<file path="src/rtl/cpri_pkt_framer.sv">
// CPRI TX packet framer: drains one whole PKT_LEN packet from a show-ahead FIFO as a burst.
// Optional in-band header beat carrying the sequence number when CPRI_PKT_HDR_EN is defined.
module cpri_pkt_framer #(
    parameter int unsigned DATA_WIDTH = 64,
    parameter int unsigned FIFO_DEPTH = 256,
    parameter int unsigned PKT_LEN    = 32,
    parameter int unsigned SEQ_WIDTH  = 16,
    localparam int unsigned UW        = $clog2(FIFO_DEPTH)
) (
    input  logic                  clk,
    input  logic                  rst,
    input  logic [DATA_WIDTH-1:0] fifo_dout,
    input  logic                  fifo_empty,
    input  logic                  fifo_full,
    input  logic [UW-1:0]         fifo_usedw,
    output logic                  fifo_rd_en,
    output logic [DATA_WIDTH-1:0] pkt_data,
    output logic                  pkt_valid,
    output logic                  pkt_sop,
    output logic                  pkt_eop,
    input  logic                  pkt_ready,
    output logic [SEQ_WIDTH-1:0]  pkt_seq,
    output logic                  underrun_err
);

    localparam int unsigned AW = UW + 1;
    localparam int unsigned CW = $clog2(PKT_LEN);

    typedef enum logic {StIdle, StPayload} state_e;

    state_e               state;
    logic [CW-1:0]        word_cnt;
    logic                 load_en;
    logic                 start;
    logic                 last_word;
    logic                 eop_accept;
    logic [AW-1:0]        avail;
    logic [SEQ_WIDTH-1:0] seq_next;

    assign load_en    = !pkt_valid | pkt_ready;
    // usedw wraps to 0 when the FIFO is full, so full must stand in for the depth.
    assign avail      = fifo_full ? AW'(FIFO_DEPTH) : {1'b0, fifo_usedw};
    assign last_word  = (word_cnt == CW'(PKT_LEN - 1));
    assign eop_accept = pkt_valid & pkt_ready & pkt_eop;
    assign seq_next   = pkt_seq + SEQ_WIDTH'(eop_accept);

`ifdef CPRI_PKT_HDR_EN
    logic [DATA_WIDTH-1:0] hdr_word;

    // seq_next so a header loaded right behind an accepted EOP carries the new number.
    assign hdr_word   = DATA_WIDTH'({16'hC5A0, 16'(seq_next), 16'(PKT_LEN)});
    assign start      = (avail >= AW'(PKT_LEN));
    assign fifo_rd_en = load_en & !fifo_empty & (state == StPayload);
`else
    assign start      = (avail >= AW'(PKT_LEN)) & !fifo_empty;
    assign fifo_rd_en = load_en & !fifo_empty & ((state == StPayload) | (state == StIdle & start));
`endif

    always_ff @(posedge clk) begin
        if (rst) begin
            state        <= StIdle;
            word_cnt     <= '0;
            pkt_data     <= '0;
            pkt_valid    <= 1'b0;
            pkt_sop      <= 1'b0;
            pkt_eop      <= 1'b0;
            pkt_seq      <= '0;
            underrun_err <= 1'b0;
        end else begin
            pkt_seq <= seq_next;
            if (load_en) begin
                unique case (state)
                    StIdle: begin
                        if (start) begin
                            pkt_valid <= 1'b1;
                            pkt_sop   <= 1'b1;
                            pkt_eop   <= 1'b0;
                            state     <= StPayload;
`ifdef CPRI_PKT_HDR_EN
                            pkt_data  <= hdr_word;
                            word_cnt  <= '0;
`else
                            pkt_data  <= fifo_dout;
                            word_cnt  <= CW'(1);
`endif
                        end else begin
                            pkt_valid <= 1'b0;
                            pkt_sop   <= 1'b0;
                            pkt_eop   <= 1'b0;
                        end
                    end
                    StPayload: begin
                        if (!fifo_empty) begin
                            pkt_valid <= 1'b1;
                            pkt_sop   <= 1'b0;
                            pkt_data  <= fifo_dout;
                            if (last_word) begin
                                pkt_eop  <= 1'b1;
                                word_cnt <= '0;
                                state    <= StIdle;
                            end else begin
                                pkt_eop  <= 1'b0;
                                word_cnt <= word_cnt + CW'(1);
                            end
                        end else begin
                            // Committed packet starved: flag it and emit a bubble.
                            underrun_err <= 1'b1;
                            pkt_valid    <= 1'b0;
                            pkt_sop      <= 1'b0;
                            pkt_eop      <= 1'b0;
                        end
                    end
                    default: state <= StIdle;
                endcase
            end
        end
    end

endmodule

</file>
<file path="config.mk">
export PLATFORM = sky130hd
export DESIGN_NAME = cpri_pkt_framer
export DESIGN_NICKNAME = d
export VERILOG_FILES = /design/src/rtl/cpri_pkt_framer.sv
export SDC_FILE = /design/constraint.sdc
export NUM_CORES = 1
export LEC_CHECK = 0
export BUFFER_PORTS_ARGS = -buffer_cell sky130_fd_sc_hd__buf_2
export CAP_MARGIN = 25
export CELL_PAD_IN_SITES_DETAIL_PLACEMENT = 0
export CELL_PAD_IN_SITES_GLOBAL_PLACEMENT = 2
export CORE_AREA = 2 2 125 127
export DETAILED_ROUTE_END_ITERATION = 10
export DIE_AREA = 0 0 127 129
export PLACE_DENSITY_LB_ADDON = 0.15
export SLEW_MARGIN = 20
export SYNTH_ARGS = -nofsm -noshare
export SYNTH_HDL_FRONTEND = slang
export SYNTH_SLANG_ARGS = --single-unit
</file>
<file path="constraint.sdc">
create_clock -name clk -period 1.84 [get_ports clk]
set_input_delay 0.184 -clock clk [delete_from_list [all_inputs] [get_ports clk]]
set_output_delay 0.184 -clock clk [all_outputs]
set_load 0.01 [all_outputs]
</file>
==> metrics.md <==
| Metric | Value |
|---|---|
| Worst Setup Path Type | `flop to primary output` |
| Count of synthesis-stage warnings from yosys | `0` |
| Total setup violations reported at the end of the flow | `0` |
| Deepest clock path buffer count | `2` |
| Placed wire-length estimate | `between 6000 and 7000 um` |
| Finished layout cell area | `0.004951 mm2` |
| Net switching share of the total power | `24.58%` |
| Maximum vdd drop | `0.3832 mV` |
| Startpoint types | `flop` |
| Pwr Total | `between 4 and 5 mW` |
| Power density normalized to cell area | `919.8 mW/mm2` |
| Number of standard-cell rows in the floorplan | `45` |
| Number of buffers inserted for hold repair after clock tree synthesis | `0` |
| Most instantiated flip-flop cell in the synthesis netlist | `sky130_fd_sc_hd__dfxtp_1` |
| Clock net sink count | `90` |
| Met2 Routed Length | `4758 um` |
| Number of synthesized register bits | `90` |
| Sequential element share of the synthesized area | `49.03%` |
| Internal power component | `3.434 mW` |
| Die ar. | `0.01638 mm2` |
| Setup repair after global routing missed its margin | `no` |
| Number of different library cells in the post-synthesis netlist | `35` |
| Total Negative Setup Slacks | `0 ns` |
| Netlist area before placement | `0.003675 mm2` |
| Leakage power | `2.173 nW` |
| Most common library cell in the layout ignoring fill and taps | `sky130_fd_sc_hd__buf_2` |
| Critical Path Sink Type | `primary output` |
| Proportion of power drawn by combinational gates | `approximately 13%` |
| Number of enable flip-flop cells after synthesis | `0` |
| Relative slew slack | `69.79%` |
| Met3 wire length | `773 um` |
| Post-Syn Area per Cell | `8.963 um2` |
| Largest net degree at the start of global routing | `69` |
| Highest clock rate | `0.5972 GHz` |
| Met1 Routed Length | `approximately 4300 um` |
| Cell area reported after detailed placement | `about 0.0046 mm2` |
| Post-layout net count | `around 640` |
| Mapped Nets | `491` |
| Final-report hold violation count | `0` |
| Cell types with the largest area share after synthesis | `sky130_fd_sc_hd__dfxtp_1 49%, sky130_fd_sc_hd__nand2_1 9.7%, sky130_fd_sc_hd__a21oi_2 9.5%` |
| Final Skew | `0.006497 ns` |
| Number of buffers added by the clock tree synthesis step | `9` |
| Type of the tightest min-delay check | `input port to flop` |
| Initial standard-cell utilization of the core | `24.54%` |
| Port Buffer Count | `156` |
| Setup slack after layout | `approximately 0.17 ns` |
| H-tree levels | `3` |
| Initial antenna violation count | `0` |
| Wire length of the first global-routing pass | `15,900 um` |
| Vias in the first global route | `3,154` |
| Highest routed layer | `met4` |
| Maximum Capacitance Violations | `0` |
| Clock edge transition at the registers on the reported setup and hold paths | `0.06 ns` |
| Instance count of the mapped netlist | `410` |
| Detailed-route wire length | `10,060 um` |
| Gr ovfl total | `0` |
| Post-placement worst setup slack | `0.2026 ns` |
| Relative contribution of sequential cells to total power | `45.8%` |
| Fraction of post-synthesis cell area in the top cell type by area | `approximately half` |
| Die Y | `between 100 and 150 um` |
| Data arrival time at the worst-slack endpoint | `1.49 ns` |
| Via-per-instance ratio | `approximately 4.3` |
| Largest area contributor in the synthesized netlist | `sky130_fd_sc_hd__dfxtp_1` |
| Asr flop ratio synth | `0%` |
| Commonest non-fill, non-tap cells in the layout | `155 x sky130_fd_sc_hd__buf_2, 95 x sky130_fd_sc_hd__nand2_1, 90 x sky130_fd_sc_hd__dfxtp_1` |
| Slew Limit Fails | `0` |
| Post-DRT Antenna Nets | `0` |
| Final worst path period share | `91.00%` |
| TritonCTS clock tree | `yes` |
| Placer Congestion | `0.6851` |
| Count of routing violations after the opening detailed-route iteration | `163` |
| Vias after detailed routing | `3,243` |
| Outcome | `finished, final reports clean` |
| Drt wl/cell | `approximately 13 um` |
| Detailed-router iteration count before antenna repair | `4` |
| Core ar. | `roughly 0.015 mm2` |
| Root cell of the clock tree | `sky130_fd_sc_hd__clkbuf_16` |
| Die extent in x | `127 um` |
| Total track usage | `about an eighth` |
| Required time of the worst setup path | `1.66 ns` |
| Clock share of power | `41.7%` |
| Crit Path Max Fanout | `7` |
| Fraction of final layout cells sized beyond drive strength 1 | `46.82%` |
| Final period demand of the worst path | `1.674 ns` |
| Power dissipated by switching net loads | `roughly 1.1 mW` |
| I/O pin cnt | `162` |
| Post-route DRC | `0` |
| Synthesis-to-layout area growth | `34.73%` |
| Source-to-sink clock delay at the later pin of the worst-skew pair | `0.34 ns` |
| Antenna cell count | `0` |
| Tightest Pin Transition | `around 0.45 ns` |
## flip-flops by register name (all words and copies together) (netlist names)
signal        flops
pkt_eop           1
pkt_valid         1
underrun_err      1
state             1
pkt_sop           1
word_cnt          5
pkt_seq          16
pkt_data         64
## power by group through the flow
stage | registers (mW) | logic [mW] | clock network [mW]
after floorplan | 2.18 | 0.299 | 0
after global placement | 2.13 | 0.573 | 0
after detailed placement | 2.13 | 0.577 | 0
after CTS | 2.09 | 0.579 | 1.99
after global routing | 2.10 | 0.629 | 2.07
final | 2.09 | 0.567 | 1.90
## cells by family after synthesis
| kind of cell | Yosys count | synth area share [%] |
|---|---|---|
| and+or+nand+nor | 193 | 24.89 |
| DFF | 90 | 49.03 |
| AOI/OAI and AO/OA | 80 | 15.63 |
| buffers and inverters | 30 | 5.992 |
| xor gates and xnor gates | 13 | 3.098 |
| adders and majority gates | 4 | 1.362 |
## metal layers
layer | track usage, % | up-vias
met2 | 20.24 | 85
met5 | 0 | -
met3 | 4.699 | 12
li1 | - | 1654
met1 | 14.27 | 1492
met4 | 6.012 | 0
## through the flow
stage / instances / hold slack, ns / util, %
CTS: 753 / 0.05663 / 32.97
detailed placement: 738 / 0.4292 / 30.90
global route: 754 / 0.06043 / 33.06
global placement: 738 / 0.4245 / 30.90
floorplan: 410 / 0.3109 / -
finish: 754 / 0.07444 / 33.06
## worst paths after layout
check / startpoint / end / slack, ns / cells after the start
hold reg to reg: pkt_data[57] / pkt_data[57] / 0.45 / 2
setup / recovery: pkt_valid / fifo_rd_en / 0.17 / 5
hold / removal: fifo_dout[29] / pkt_data[29] / 0.07 / 3
setup reg to reg: pkt_valid / pkt_seq[12] / 0.20 / 7
## area by class of cell
type                            count  area, um2
Fill cell                        1634      10030
Sequential cell                    90       1802
Multi-Input combinational cell    290       1660
Timing Repair Buffer              167      928.4
Clock buffer                       13      270.3
Tap cell                          188      235.2
Clock inverter                      2      35.03
Inverter                            4      20.02
## Yosys cell counts (all sizes together), types with 3 or more instances
cell type / number
xnor2: 8
ha: 4
nor3: 3
nand3: 8
nor2: 22
buf: 13
clkbuf: 13
nand2: 135
a21oi: 71
xor2: 5
nor4: 7
nor2b: 4
nand4: 5
inv: 3
dfxtp: 90
## worst max-delay path: stages, from the launching register on
cell	delay, ns
sky130_fd_sc_hd__dfxtp_1	0.32
sky130_fd_sc_hd__nor2b_1	0.15
sky130_fd_sc_hd__a211o_2	0.36
sky130_fd_sc_hd__clkinv_4	0.06
sky130_fd_sc_hd__buf_4	0.13
sky130_fd_sc_hd__buf_2	0.13
## repair_timing
action | in CTS | in global routing
buffers inserted | 0 | 1
gates resized for setup | 1 | 1
setup endpoints to repair | 1 | 2
(Power assumes the default switching activity.)
